--- src/rtl/ldm_stm_seq_if.sv ---
// Register-file and memory bus bundle for the LDM/STM block-transfer sequencer.
//   Register-file side: rd_sel/rd_data (read, data one cycle after select),
//                       wr_en/wr_sel/wr_data (write strobe).
//   Memory side:        mem_req/mem_we/mem_addr/mem_wdata (single-beat request,
//                       held until ack), mem_ack/mem_rdata (beat completion).
// master = sequencer, slave = register file + memory.
interface ldm_stm_seq_if #(
  parameter int DATA_W = 32,
  parameter int SEL_W  = 4
);
  logic [SEL_W-1:0]  rd_sel;
  logic [DATA_W-1:0] rd_data;
  logic              wr_en;
  logic [SEL_W-1:0]  wr_sel;
  logic [DATA_W-1:0] wr_data;
  logic              mem_req;
  logic              mem_we;
  logic [DATA_W-1:0] mem_addr;
  logic [DATA_W-1:0] mem_wdata;
  logic              mem_ack;
  logic [DATA_W-1:0] mem_rdata;

  modport master (
    output rd_sel, wr_en, wr_sel, wr_data,
    output mem_req, mem_we, mem_addr, mem_wdata,
    input  rd_data, mem_ack, mem_rdata
  );

  modport slave (
    input  rd_sel, wr_en, wr_sel, wr_data,
    input  mem_req, mem_we, mem_addr, mem_wdata,
    output rd_data, mem_ack, mem_rdata
  );
endinterface

--- src/rtl/ldm_stm_seq.sv ---
// Multi-cycle sequencer for ARM LDM/STM block transfers.
// Walks the latched register list lowest register first, at ascending
// addresses, one word per memory beat, then optionally writes the final
// address back to the base register.
// Ports:
//   clock, reset_n        clock, asynchronous active-low reset
//   start                 one-cycle request, sampled only in IDLE
//   is_load/pre/up/wback  L, P, U, W bits of the instruction
//   reg_list              register mask, bit n = rn
//   base, base_sel        base register value and number
//   busy, done            busy from SETUP through WB; one-cycle done pulse
//   bus                   register-file and memory bus (master side)
module ldm_stm_seq #(
  parameter int DATA_W = 32,
  parameter int NREGS  = 16
) (
  input  logic                     clock,
  input  logic                     reset_n,
  input  logic                     start,
  input  logic                     is_load,
  input  logic                     pre,
  input  logic                     up,
  input  logic                     wback,
  input  logic [NREGS-1:0]         reg_list,
  input  logic [DATA_W-1:0]        base,
  input  logic [$clog2(NREGS)-1:0] base_sel,
  output logic                     busy,
  output logic                     done,
  ldm_stm_seq_if.master            bus
);
  localparam int SEL_W = $clog2(NREGS);
  localparam int CNT_W = $clog2(NREGS + 1);
  localparam int PAD_W = DATA_W - CNT_W - 2;
  localparam logic [DATA_W-1:0] WORD = DATA_W'(4);

  localparam logic [2:0] S_IDLE  = 3'd0;
  localparam logic [2:0] S_SETUP = 3'd1;
  localparam logic [2:0] S_RSEL  = 3'd2;
  localparam logic [2:0] S_XFER  = 3'd3;
  localparam logic [2:0] S_WB    = 3'd4;
  localparam logic [2:0] S_DONE  = 3'd5;

  function automatic logic [CNT_W-1:0] popcnt(input logic [NREGS-1:0] v);
    logic [CNT_W-1:0] c;
    c = '0;
    for (int i = 0; i < NREGS; i++)
      if (v[i]) c = c + CNT_W'(1);
    return c;
  endfunction

  function automatic logic [SEL_W-1:0] lowest(input logic [NREGS-1:0] v);
    logic [SEL_W-1:0] r;
    r = '0;
    for (int i = NREGS - 1; i >= 0; i--)
      if (v[i]) r = SEL_W'(i);
    return r;
  endfunction

  logic [2:0]        state;
  logic              ld_q, pre_q, up_q, wb_q, sup_q;
  logic [NREGS-1:0]  list_q;
  logic [DATA_W-1:0] base_q, addr_q, final_q, wdata_q;
  logic [SEL_W-1:0]  bsel_q;
  logic              wd_live;
  logic              wr_en_q;
  logic [SEL_W-1:0]  wr_sel_q;
  logic [DATA_W-1:0] wr_data_q;

  logic [CNT_W+1:0]  cnt4;
  logic [DATA_W-1:0] span, lo_addr, fin_addr;
  logic [NREGS-1:0]  list_rest;
  logic [SEL_W-1:0]  cur_reg;
  logic              xfer;

  // Transfers always walk upward from the lowest address, so descending
  // modes only differ in where that lowest address sits.
  assign cnt4     = {popcnt(list_q), 2'b00};
  assign span     = {{PAD_W{1'b0}}, cnt4};
  assign lo_addr  = up_q ? (pre_q ? base_q + WORD : base_q)
                         : (pre_q ? base_q - span : base_q - span + WORD);
  assign fin_addr = up_q ? base_q + span : base_q - span;

  // Clearing the lowest set bit retires the register just transferred.
  assign list_rest = list_q & (list_q - NREGS'(1));
  assign cur_reg   = lowest(list_q);
  assign xfer      = (state == S_XFER);

  always_ff @(posedge clock or negedge reset_n) begin
    if (!reset_n) begin
      state     <= S_IDLE;
      ld_q      <= 1'b0;
      pre_q     <= 1'b0;
      up_q      <= 1'b0;
      wb_q      <= 1'b0;
      sup_q     <= 1'b0;
      list_q    <= '0;
      base_q    <= '0;
      addr_q    <= '0;
      final_q   <= '0;
      wdata_q   <= '0;
      bsel_q    <= '0;
      wd_live   <= 1'b0;
      wr_en_q   <= 1'b0;
      wr_sel_q  <= '0;
      wr_data_q <= '0;
    end else begin
      wr_en_q <= 1'b0;
      case (state)
        S_IDLE: begin
          if (start) begin
            ld_q   <= is_load;
            pre_q  <= pre;
            up_q   <= up;
            wb_q   <= wback;
            // A load into the base register takes priority over writeback.
            sup_q  <= is_load & reg_list[base_sel];
            list_q <= reg_list;
            base_q <= base;
            bsel_q <= base_sel;
            state  <= S_SETUP;
          end
        end
        S_SETUP: begin
          addr_q  <= lo_addr;
          final_q <= fin_addr;
          if (list_q == '0) state <= S_DONE;
          else if (ld_q)    state <= S_XFER;
          else              state <= S_RSEL;
        end
        S_RSEL: begin
          wd_live <= 1'b1;
          state   <= S_XFER;
        end
        S_XFER: begin
          // Store data arrives from the register file in the first XFER
          // cycle; capture it there so it stays put while waiting for ack.
          if (wd_live) begin
            wdata_q <= bus.rd_data;
            wd_live <= 1'b0;
          end
          if (bus.mem_ack) begin
            list_q <= list_rest;
            addr_q <= addr_q + WORD;
            if (ld_q) begin
              wr_en_q   <= 1'b1;
              wr_sel_q  <= cur_reg;
              wr_data_q <= bus.mem_rdata;
            end
            if (list_rest == '0) state <= S_WB;
            else if (ld_q)       state <= S_XFER;
            else                 state <= S_RSEL;
          end
        end
        S_WB: begin
          // Registered so it cannot collide with the last load's write,
          // which is on the port during this cycle.
          if (wb_q && !sup_q) begin
            wr_en_q   <= 1'b1;
            wr_sel_q  <= bsel_q;
            wr_data_q <= final_q;
          end
          state <= S_DONE;
        end
        S_DONE:  state <= S_IDLE;
        default: state <= S_IDLE;
      endcase
    end
  end

  assign busy = (state == S_SETUP) || (state == S_RSEL) ||
                (state == S_XFER)  || (state == S_WB);
  assign done = (state == S_DONE);

  assign bus.rd_sel    = cur_reg;
  assign bus.wr_en     = wr_en_q;
  assign bus.wr_sel    = wr_sel_q;
  assign bus.wr_data   = wr_data_q;
  assign bus.mem_req   = xfer;
  assign bus.mem_we    = xfer & ~ld_q;
  assign bus.mem_addr  = xfer ? addr_q : '0;
  assign bus.mem_wdata = (xfer && !ld_q) ? (wd_live ? bus.rd_data : wdata_q) : '0;
endmodule

--- src/flat_wrapper.sv ---
// flat-port wrapper written by rule: the top's interface ports become plain ports
module ldm_stm_seq_flat 
#(
  parameter int DATA_W = 32,
  parameter int NREGS  = 16
)
  (clock, reset_n, start, is_load, pre, up, wback, reg_list, base, base_sel, busy, done, bus_rd_sel, bus_wr_en, bus_wr_sel, bus_wr_data, bus_mem_req, bus_mem_we, bus_mem_addr, bus_mem_wdata, bus_rd_data, bus_mem_ack, bus_mem_rdata);
  ldm_stm_seq_if #(.DATA_W(DATA_W), .SEL_W(4)) bus_i ();
  input  logic clock;
  input  logic reset_n;
  input  logic start;
  input  logic is_load;
  input  logic pre;
  input  logic up;
  input  logic wback;
  input  logic [NREGS-1:0] reg_list;
  input  logic [DATA_W-1:0] base;
  input  logic [$clog2(NREGS)-1:0] base_sel;
  output logic busy;
  output logic done;
  output wire logic [$bits(bus_i.rd_sel)-1:0] bus_rd_sel;
  output wire logic [$bits(bus_i.wr_en)-1:0] bus_wr_en;
  output wire logic [$bits(bus_i.wr_sel)-1:0] bus_wr_sel;
  output wire logic [$bits(bus_i.wr_data)-1:0] bus_wr_data;
  output wire logic [$bits(bus_i.mem_req)-1:0] bus_mem_req;
  output wire logic [$bits(bus_i.mem_we)-1:0] bus_mem_we;
  output wire logic [$bits(bus_i.mem_addr)-1:0] bus_mem_addr;
  output wire logic [$bits(bus_i.mem_wdata)-1:0] bus_mem_wdata;
  input wire logic [$bits(bus_i.rd_data)-1:0] bus_rd_data;
  input wire logic [$bits(bus_i.mem_ack)-1:0] bus_mem_ack;
  input wire logic [$bits(bus_i.mem_rdata)-1:0] bus_mem_rdata;
  assign bus_rd_sel = bus_i.rd_sel;
  assign bus_wr_en = bus_i.wr_en;
  assign bus_wr_sel = bus_i.wr_sel;
  assign bus_wr_data = bus_i.wr_data;
  assign bus_mem_req = bus_i.mem_req;
  assign bus_mem_we = bus_i.mem_we;
  assign bus_mem_addr = bus_i.mem_addr;
  assign bus_mem_wdata = bus_i.mem_wdata;
  assign bus_i.rd_data = bus_rd_data;
  assign bus_i.mem_ack = bus_mem_ack;
  assign bus_i.mem_rdata = bus_mem_rdata;
  ldm_stm_seq #(.DATA_W(DATA_W), .NREGS(NREGS)) u_core (.clock(clock), .reset_n(reset_n), .start(start), .is_load(is_load), .pre(pre), .up(up), .wback(wback), .reg_list(reg_list), .base(base), .base_sel(base_sel), .busy(busy), .done(done), .bus(bus_i));
endmodule
--- config.mk ---
export PLATFORM = sky130hd
export DESIGN_NAME = ldm_stm_seq_flat
export DESIGN_NICKNAME = d
export VERILOG_FILES = /design/src/rtl/ldm_stm_seq_if.sv /design/src/rtl/ldm_stm_seq.sv /design/src/flat_wrapper.sv
export SDC_FILE = /design/constraint.sdc
export NUM_CORES = 1
export LEC_CHECK = 0
export BUFFER_PORTS_ARGS = -buffer_cell sky130_fd_sc_hd__clkbuf_2
export CORE_ASPECT_RATIO = 1.75
export CORE_MARGIN = 5
export CORE_UTILIZATION = 36
export DETAILED_ROUTE_END_ITERATION = 10
export SYNTH_ARGS = -nofsm -noshare
export SYNTH_HDL_FRONTEND = slang
export SYNTH_SLANG_ARGS = --single-unit
export TNS_END_PERCENT = 5
--- constraint.sdc ---
create_clock -name clock -period 13.15 [get_ports clock]
set_clock_uncertainty 0.1 [all_clocks]
set_input_delay 1.9725 -clock clock [delete_from_list [all_inputs] [get_ports clock]]
set_output_delay 1.9725 -clock clock [all_outputs]
set_load 0.01 [all_outputs]
==> summary.md, run 1 <==
| Metric | Value |
|---|---|
| Synth Net Count | 1896 |
| Unrepaired setup endpoints after global routing | false |
| Total grt overflow | 0 |
| Hold-fix buffers, CTS | 0 |
| Die footprint | around 0.044 mm^2 |
| Dpl hpwl | roughly 39 mm |
| Seq/Total Area, Yosys | between 30% and 40% |
| Final Max Slew Viols | 0 |
| Clock transition at the registers of the reported paths | roughly 80 ps |
| Status | finished, final reports clean |
| DRT iter0 DRCs | 708 |
| Routability cong. | 0.999 |
| GRT Util Overall | between 20% and 30% |
| CTS tree | done |
| WHS Path Cells | 2 |
| H-tree levels | 4 |
| Worst-margin pin slew | roughly 1200 ps |
| Period utilization | between 90% and 100% |
| Worst rel slew slack | 22.3% |
| Fin crit period | 12230 ps |
| Prevailing post-synth register cell | dfrtp_1 |
| Worst path top cell family by delay | compound AO/OA/AOI/OAI gates |
| Crit start category | register |
| Critical path type | register to register |
| Cts repair resizes | 0 |
| Worst-case clock buffer depth | 2 |
| Most common cell after layout, fill and taps aside | nand2_1 |
| Flops & latches, synth | around 190 |
| Final wirelength | 50.1 mm |
| Largest area contributor in the synthesized netlist | dfrtp_1 |
| FF-to-FF Start | u_core.list_q[0] |
| Layout area overhead | 14.7% |
| Critical Path AT | 12470 ps |
| Mean Syn Cell Area | 8.20 um^2 |
| Final setup violation count | 0 |
| Post-route ant nets | 0 |
| DR DRC count | 0 |
| Synth top area share | 34.0% |
| Initial core utilization | 36.3% |
| First-pass GRT wire length | 77.3 mm |
| Reg2reg path depth | 55 |
| Worst setup endpoint | u_core.addr_q[27] |
| CP peak stage delay | 480 ps |
| Mapped Area | roughly 0.014 mm^2 |
| Post-synth EDFFs | 0 |
| IO Port Bufs | 232 |
| Cell repeated most along the worst path | ha_1 |
| Distinct cells, synth | 79 |
| Worst hold path class | register to register |
| Most frequent cells in the layout | nand2_1 (301), clkbuf_2 (231), dfrtp_1 (192), o21ai_0 (155), nor2_1 (128) |
| DR vias/cell | 5.63 |
| Core box area | 0.0393 mm^2 |
| Die H | between 200 and 300 um |
| Largest net degree at the start of global routing | 78 |
| Fmax | between 80 and 90 MHz |
| Drt wl/cell | 21.0 um |
| Asr flop ratio synth | 100% |
| Worst skew pair latency | approximately 460 ps |
| CTS root buf | clkbuf_16 |
| 1st-pass router iterations | 5 |
| Data required, critical path | 13390 ps |
| Vias in the first global route | 13900 |
| CP Max Fanout | 10 |
| Via count | 13500 |
| Layout cells sized above 1 | roughly a fifth |
| Setup bufs post-CTS | 0 |
| Cts bufs inserted | 17 |
| Synth top area cells | dfrtp_1 (34%), nand2_1 (7.9%), mux2i_1 (5.9%) |
| Antenna violations before repair | 0 |
| Slowest cell on crit path | dfrtp_1 |
| Die W | approximately 160 um |
| Final nets | 2043 |
| Nature of the critical path endpoint | register |
| CTS sink cnt | ~190 |
| Setup TNS | 0 ps |
| # rows | 96 |
| Diodes inserted | 0 |
| Max Cap Violations | 0 |
| Syn. warnings | 0 |
| Final hold vios | 0 |
| Cells after Synth | 1740 |
| Worst setup path startpoint | u_core.list_q[0] |
| WP buf/inv | 5 |
| Crit. path cell count | 55 |
| Worst reg-to-reg setup slack | 920 ps |
| Worst R2R End | u_core.addr_q[27] |
| IO Pins | 233 |
how the worst min path moves through the flow:
stage / start / to / slack (ps)
global placement: u_core.addr_q[1] / u_core.addr_q[1] / 350
CTS: u_core.addr_q[1] / u_core.addr_q[1] / 370
detailed placement: u_core.addr_q[1] / u_core.addr_q[1] / 350
floorplan: u_core.addr_q[0] / u_core.addr_q[0] / 340
global route: u_core.bsel_q[2] / u_core.bsel_q[2] / 400
finish: u_core.addr_q[1] / u_core.addr_q[1] / 370
logic make-up (layout without fill, tap and decap cells):
group / Yosys count / count (layout) / share of synthesized area [%]
AOI/OAI and AO/OA: 380 / 380 / 16.2
adders and majority gates: 34 / 34 / 3.05
xor gates and xnor gates: 153 / 153 / 10.2
muxes: 132 / 132 / 10.2
buffers and inverters: 158 / 318 / 4.22
and+or+nand+nor: 689 / 689 / 22.1
DFF: 194 / 194 / 34.0
final cells by class:
class	count	area (um^2)
fillers	3970	22900
multi-input cells	1388	8860
flip-flops and latches	194	4860
repair buffers	249	1300
well taps	490	613
clock buffers	19	443
clock inverters	13	161
inverters	37	139
routing by layer:
layer | vias up | GRT usage [%] | wire length, um
met5 | - | 0 | 0
li1 | 6366 | - | -
met3 | 183 | 3.06 | 1600
met4 | 0 | 16.9 | 4180
met1 | 6481 | 21.1 | 16600
met2 | 422 | 43.4 | 27800
state kept, by name (all words and copies together), names as in the netlist:
register / flops
u_core.addr_q: 32
u_core.base_q: 32
u_core.bsel_q: 4
u_core.bus.wr_data: 32
u_core.bus.wr_en: 1
u_core.bus.wr_sel: 4
u_core.final_q: 32
u_core.ld_q: 1
u_core.list_q: 16
u_core.pre_q: 1
u_core.state: 3
u_core.sup_q: 1
u_core.up_q: 1
u_core.wb_q: 1
u_core.wd_live: 1
u_core.wdata_q: 32
stage by stage:
stage          hold WS [ps]  instances  cell area, um^2  utilization, %  worst slack, ps
2_1_floorplan           338       1740            14300               -             2190
3_3_place_gp            351       2358            15700            40.1             1250
3_5_place_dp            355       2358            15700            40.1              918
4_1_cts                 375       2390            16400            41.6              833
5_1_grt                 401       2390            16400            41.7             92.3
6_report                369       2390            16400            41.7              919
worst min-delay path: stages, from the launching register on:
cell     delay [ps]
dfrtp_1         340
nand2_1          50
nand2_1          50
synth_stat cells (5+ instances only):
master	instances
a211oi_1	7
a21boi_0	6
a21o_1	9
a21oi_1	85
a22o_1	8
a22oi_1	8
a31oi_1	13
and2_1	41
and3_1	13
buf_1	12
clkbuf_1	107
dfrtp_1	194
ha_1	30
inv_1	36
mux2_2	41
mux2i_1	84
mux4_2	7
nand2_1	301
nand2b_1	11
nand3_1	58
nand3b_1	6
nand4_1	19
nor2_1	128
nor2b_1	9
nor3_1	42
nor3b_1	7
nor4_1	19
o21a_1	7
o21ai_0	156
o21bai_1	5
o221ai_1	7
o22ai_1	12
o31ai_1	10
or2_2	5
or3_1	15
xnor2_1	88
xnor2_2	5
xor2_1	55
Power of run 1 is not shown: default switching activity piles up to over one toggle a cycle in this logic, so the estimate is an artifact.
==> run 2, diff against run 1 <==
Settings changed: ABC_AREA from default to 1.
==> run 2 against run 1 <==
  * First-iteration DRC count rose by 38%
  * Routed wire length up 13%
  * Design area grew 3.6%
  * Via count is 16% higher
  * Area after synthesis increased by 3.4%
  * Die area grew 3.2%
  * Worst setup slack better by 1800 ps
  * Clock-buffer cell count down 2
  * Register-to-register slack better by 1800 ps
  * Flip-flop and latch count did not move
  * Cell count grew 24%
  * Critical path type unchanged
  * Critical endpoint is now u_core.addr_q[28]
==> summary.md, run 2 <==
| Metric | Value |
|---|---|
| Status | finished, final reports clean (unchanged) |
| Met3 wire length | 1.77 mm (was 1.60 mm) |
| Largest area contributor in the synthesized netlist | dfrtp_1 (unchanged) |
| Initial core utilization | 36.2% (was 36.3%) |
| IO Pins | 233 (unchanged) |
| Final hold vios | 0 (unchanged) |
| Vias in the first global route | 15600 (was 13900) |
| Crit start category | register (unchanged) |
| Syn. warnings | 0 (unchanged) |
| Post-Route M1 WL | 19.0 mm (was 16.6 mm) |
| Fin crit period | 10450 ps (was 12230 ps) |
| Drt wl/cell | 19.2 um (was 21.0 um) |
| Reg2reg path depth | 69 (was 55) |
| Unrepaired setup endpoints after global routing | false (unchanged) |
| Pre-CTS setup slack | 2850 ps (was 918 ps) |
| Die H | 278 um (was 273 um) |
| Layout cells sized above 1 | 15.2% (was 19.1%) |
| Cts repair resizes | 0 (unchanged) |
| Synth top area share | 32.9% (was 34.0%) |
| CTS tree | done (unchanged) |
| Die footprint | 0.0453 mm^2 (was 0.0439 mm^2) |
| Reg area | 0.00486 mm^2 (about the same) |
| Setup TNS | 0 ps (unchanged) |
| Worst reg-to-reg setup slack | 2700 ps (was 920 ps) |
| Final wirelength | 56.8 mm (was 50.1 mm) |
| Highest Signal Layer | met4 (unchanged) |
| # rows | 98 (was 96) |
| Wire length on met2 | 31.6 mm (was 27.8 mm) |
| Clock transition at the registers of the reported paths | 80 ps (about the same) |
| Seq/Total Area, Yosys | 32.9% (was 34.0%) |
| Multi-input logic area | 0.00847 mm^2 (was 0.00886 mm^2) |
| Dpl hpwl | 44.7 mm (was 38.8 mm) |
| Via count | 15600 (was 13500) |
| Fmax | 95.7 MHz (was 81.8 MHz) |
| Synth top area cells | dfrtp_1 (33%), nand2_1 (14%), nor2_1 (7.3%) (was dfrtp_1 (34%), nand2_1 (7.9%), mux2i_1 (5.9%)) |
| Worst hold start | u_core.final_q[1] (was u_core.addr_q[1]) |
| WHS Path Cells | 2 (unchanged) |
| Worst skew pair latency | 470 ps (was 460 ps) |
| Slowest cell on crit path | xor2_1 (was dfrtp_1) |
| GRT Util Overall | 24.6% (was 22.5%) |
| Worst-margin pin slew | 1210 ps (was 1160 ps) |
| FF-to-FF Start | u_core.list_q[0] (unchanged) |
| DR vias/cell | 5.27 (was 5.63) |
| Post-synth EDFFs | 0 (unchanged) |
| DRT iter0 DRCs | 976 (was 708) |
| Synth Net Count | 2382 (was 1896) |
| Antenna violations before repair | 1 (was 0) |
| Mean Syn Cell Area | 6.63 um^2 (was 8.20 um^2) |
| Worst-case clock buffer depth | 2 (unchanged) |
| Most common cell after layout, fill and taps aside | nand2_1 (unchanged) |
| Most frequent cells in the layout | nand2_1 (533), nor2_1 (286), inv_1 (262), clkbuf_2 (231), o21ai_0 (208) (was nand2_1 (301), clkbuf_2 (231), dfrtp_1 (192), o21ai_0 (155), nor2_1 (128)) |
| DR DRC count | 0 (unchanged) |
| Nature of the critical path endpoint | register (unchanged) |
| Asr flop ratio synth | 100% (unchanged) |
| Cts bufs inserted | 17 (unchanged) |
| CTS root buf | clkbuf_16 (unchanged) |
| Most common cell in the netlist | nand2_1 (unchanged) |
| Period utilization | 79.5% (was 93.0%) |
| Critical path type | register to register (unchanged) |
| Final setup violation count | 0 (unchanged) |
| Mapped Area | 0.0147 mm^2 (was 0.0143 mm^2) |
| Layout area overhead | 15.0% (was 14.7%) |
| Final Max Slew Viols | 0 (unchanged) |
| Total grt overflow | 0 (unchanged) |
| 1st-pass router iterations | 6 (was 5) |
| WHS | 385 ps (was 369 ps) |
| Distinct cells, synth | 50 (was 79) |
| Setup bufs post-CTS | 0 (unchanged) |
| Synth top cells by count | nand2_1 (533), nor2_1 (287), inv_1 (264) (was nand2_1 (301), dfrtp_1 (194), o21ai_0 (156)) |
| CP Max Fanout | 4 (was 10) |
| Flops & latches, synth | 194 (unchanged) |
| Critical Path AT | 10690 ps (was 12470 ps) |
| Post-route ant nets | 0 (unchanged) |
| CP peak stage delay | 460 ps (was 480 ps) |
| Hold-fix buffers, CTS | 0 (unchanged) |
| Final-layout fill cell count | 4492 (was 3970) |
| Core box area | 0.0407 mm^2 (was 0.0393 mm^2) |
| IO Port Bufs | 232 (unchanged) |
| Routability cong. | 1.00 (was 0.999) |
| Max Cap Violations | 0 (unchanged) |
| Fin worst setup slack | 2700 ps (was 919 ps) |
| H-tree levels | 4 (unchanged) |
| Die W | 163 um (was 161 um) |
| Cell repeated most along the worst path | nand2_1 (was ha_1) |
| Worst rel slew slack | 19.4% (was 22.3%) |
| Worst hold path class | register to register (unchanged) |
| Prevailing post-synth register cell | dfrtp_1 (unchanged) |
| First-pass GRT wire length | 86.1 mm (was 77.3 mm) |
| Largest net degree at the start of global routing | 101 (was 78) |
| Data required, critical path | 13390 ps (about the same) |
| CTS sink cnt | 194 (unchanged) |
| Final nets | 2544 (was 2043) |
| Cells after Synth | 2226 (was 1740) |
| Worst R2R End | u_core.addr_q[28] (was u_core.addr_q[27]) |
| Worst hold endpoint | u_core.final_q[1] (was u_core.addr_q[1]) |
==> run 2: logic make-up after synthesis <==
group	Yosys count	synth area share, %
and+or+nand+nor	1118	33.5
AOI/OAI and AO/OA	439	17.3
buffers and inverters	382	9.83
DFF	194	32.9
xor gates and xnor gates	61	3.62
adders and majority gates	32	2.82
==> run 2: per-layer routing <==
metal / GRT usage (%) / vias up
li1: - / 7610
met1: 23.4 / 7356
met2: 48.0 / 436
met3: 2.50 / 157
met4: 16.8 / 0
met5: 0 / -
==> run 2: layout make-up <==
class                      instances  area share (%)
clock buffer                      17            2.51
multi-input combinational       1650            49.9
sequential                       194            28.6
timing repair buffer             244            7.43
clock inverter                    15            1.20
inverter                         281            6.23
antenna                            1          0.0148
tap                              550            4.06
==> run 2: worst max-delay path by stage <==
stage | end | slack, ps | from
floorplan | u_core.addr_q[25] | 4120 | u_core.list_q[0]
global placement | u_core.addr_q[25] | 2960 | u_core.list_q[0]
detailed placement | u_core.addr_q[25] | 2850 | u_core.list_q[0]
CTS | u_core.addr_q[25] | 2800 | u_core.list_q[0]
global route | u_core.addr_q[28] | 1710 | u_core.list_q[0]
finish | u_core.addr_q[28] | 2700 | u_core.list_q[0]
==> run 2: through the flow <==
stage / util, % / std cells / area [um^2]
2_1_floorplan: - / 2226 / 14700
3_3_place_gp: 40.1 / 2919 / 16300
3_5_place_dp: 40.1 / 2919 / 16300
4_1_cts: 41.7 / 2951 / 17000
5_1_grt: 41.7 / 2952 / 17000
6_report: 41.7 / 2952 / 17000
==> run 2: critical path: cells and delay by family (launching register included) <==
kind	cells	cell delay, ps
XOR/XNOR	1	460
adder cells (fa/ha/maj)	9	2790
buffers and inverters	12	1080
AND/OR/NAND/NOR	40	4570
AO/OA/AOI/OAI	7	930
flip-flops	1	390
Power of run 2 is left out for the same reason.
==> run 3, diff against run 2 <==
Clock period 13.15 ns to 8.6 ns, I/O delays scaled along.
==> run 3 against run 2 <==
  * The run now ends with negative setup slack left
  * Cell count up 6.9%
  * Clock-buffer cell count up 1
  * Worst hold slack worse by 5.4 ps
  * Critical path depth up 2
  * Largest cell class unchanged
  * Register-to-register slack worse by 2900 ps
  * Flip-flop and latch count unchanged
  * Die area unchanged
==> summary.md, run 3 (synthesis gave the netlist of run 2 again) <==
| Metric | Value |
|---|---|
| Routability cong. | 0.997 (was 1.00) |
| IO Port Bufs | 232 (unchanged) |
| Final Max Slew Viols | 0 (unchanged) |
| CTS tree | done (unchanged) |
| Cells after DPL | 3062 (was 2919) |
| Hold-fix buffers, CTS | 0 (unchanged) |
| Drt wl/cell | 18.6 um (was 19.2 um) |
| Via count | 16600 (was 15600) |
| Die H | 278 um (unchanged) |
| CTS sink cnt | 194 (unchanged) |
| Most common cell after layout, fill and taps aside | nand2_1 (unchanged) |
| Die W | 163 um (unchanged) |
| Worst hold path class | register to register (unchanged) |
| Failing checks | negative setup slack |
| DRT iter0 DRCs | 1056 (was 976) |
| Period utilization | 103% (was 79.5%) |
| Max Cap Violations | 0 (unchanged) |
| Layout area overhead | 32.7% (was 15.0%) |
| Final hold vios | 0 (unchanged) |
| Data required, critical path | 8810 ps (was 13390 ps) |
| # rows | 98 (unchanged) |
| Dpl hpwl | 44.8 mm (was 44.7 mm) |
| DR DRC count | 0 (unchanged) |
| Largest net degree at the start of global routing | 101 (unchanged) |
| Nature of the critical path endpoint | register (unchanged) |
| Worst path top cell family by delay | simple AND/OR/NAND/NOR gates (unchanged) |
| Setup TNS | -2540 ps (was 0 ps) |
| H-tree levels | 4 (unchanged) |
| First-pass GRT wire length | 88.7 mm (was 86.1 mm) |
| Core box area | 0.0407 mm^2 (unchanged) |
| Fmax | 113 MHz (was 95.7 MHz) |
| WP buf/inv | 13 (was 12) |
| Layout cells sized above 1 | 29.6% (was 15.2%) |
| Initial core utilization | 36.2% (unchanged) |
| Slowest cell on crit path | dfrtp_1 (was xor2_1) |
| Status | finished with violations (was finished, final reports clean) |
| Final Util | 48.1% (was 41.7%) |
| Worst-margin pin slew | 1180 ps (was 1210 ps) |
| Vias in the first global route | 16600 (was 15600) |
| WHS | 380 ps (was 385 ps) |
| Fin worst setup slack | -245 ps (was 2700 ps) |
| Final setup violation count | 19 (was 0) |
| Total grt overflow | 0 (unchanged) |
| Die footprint | 0.0453 mm^2 (unchanged) |
| Critical Path AT | 9050 ps (was 10690 ps) |
| Final wirelength | 58.7 mm (was 56.8 mm) |
| Worst skew pair latency | 460 ps (was 470 ps) |
| Critical path type | register to register (unchanged) |
| Crit start category | register (unchanged) |
| IO Pins | 233 (unchanged) |
| Cts bufs inserted | 17 (unchanged) |
| 1st-pass router iterations | 5 (was 6) |
| GRT Util Overall | 25.0% (was 24.6%) |
| Post-route ant nets | 0 (unchanged) |
| Antenna violations before repair | 1 (unchanged) |
| CP peak stage delay | 410 ps (was 460 ps) |
| Unrepaired setup endpoints after global routing | true (was false) |
| Most frequent cells in the layout | nand2_1 (482), nor2_1 (257), inv_1 (233), clkbuf_2 (231), buf_4 (203) (was nand2_1 (533), nor2_1 (286), inv_1 (262), clkbuf_2 (231), o21ai_0 (208)) |
| Worst rel slew slack | 21.1% (was 19.4%) |
| CP Max Fanout | 4 (unchanged) |
| CTS root buf | clkbuf_16 (unchanged) |
| Worst-case clock buffer depth | 2 (unchanged) |
| Final nets | 2748 (was 2544) |
| Final-layout fill cell count | 4243 (was 4492) |
| Non-Filler Instances | 3156 (was 2952) |
| Clock transition at the registers of the reported paths | 80 ps (about the same) |
| Fin crit period | 8850 ps (was 10450 ps) |
| DR vias/cell | 5.27 (about the same) |
==> run 3: cell count changes in the layout (fill, tap and decap cells not counted), moves of 26 or more <==
cell	delta
buf_4	+191
nand2_1	-51
nand2_2	+36
inv_1	-29
nor2_1	-29
inv_2	+26
==> run 3: final timing paths <==
kind | start | end | slack [ps] | cells after the start
hold / removal | u_core.final_q[1] | u_core.final_q[1] | 380 | 2
setup / recovery | u_core.list_q[0] | u_core.addr_q[21] | -250 | 71
setup reg to reg | u_core.list_q[0] | u_core.addr_q[21] | -250 | 71
min in group asynchronous | reset_n | u_core.final_q[24] | 730 | 1
hold reg to reg | u_core.final_q[1] | u_core.final_q[1] | 380 | 2
max in group asynchronous | reset_n | u_core.list_q[2] | 6190 | 2
==> run 3: routing by layer <==
layer,share of wire (%),global-route usage (%),wire (um)
met1,33,24.1,19300
met2,56,48.4,32600
met5,0,0,0
met3,3.2,2.42,1890
met4,8.3,17.4,4880
==> run 3: metrics by stage <==
step                cell area [um^2]  setup slack, ps
floorplan                      14800             3.45
global placement               17500             -994
detailed placement             17500            -1110
CTS                            18800             -400
global route                   19600             -733
finish                         19600             -245
==> run 3: worst reg2reg max path: cells and delay by family (launching register included) <==
| family | cells | cell delay [ps] |
|---|---|---|
| AO/OA/AOI/OAI | 8 | 830 |
| flip-flops | 1 | 410 |
| adder cells (fa/ha/maj) | 9 | 2080 |
| buffers and inverters | 13 | 1100 |
| XOR/XNOR | 1 | 160 |
| AND/OR/NAND/NOR | 40 | 4020 |
==> run 3: final cells by class <==
cell class | count | area, um^2 | share of cell area (%)
multi-input cells | 1650 | 9510 | 48.6
flip-flops and latches | 194 | 4860 | 24.8
repair buffers | 448 | 2850 | 14.6
inverters | 281 | 1070 | 5.45
well taps | 550 | 688 | 3.52
clock buffers | 18 | 439 | 2.24
clock inverters | 14 | 166 | 0.850
diodes | 1 | 2.50 | 0.0128
==> run 3: timing repair <==
item                                   CTS  global route
setup endpoints to repair               44            50
endpoints found under the hold margin    0             0
pin swaps                               63            94
resized for setup                      109           158
setup buffers                           35            28
Power of run 3 is left out for the same reason.
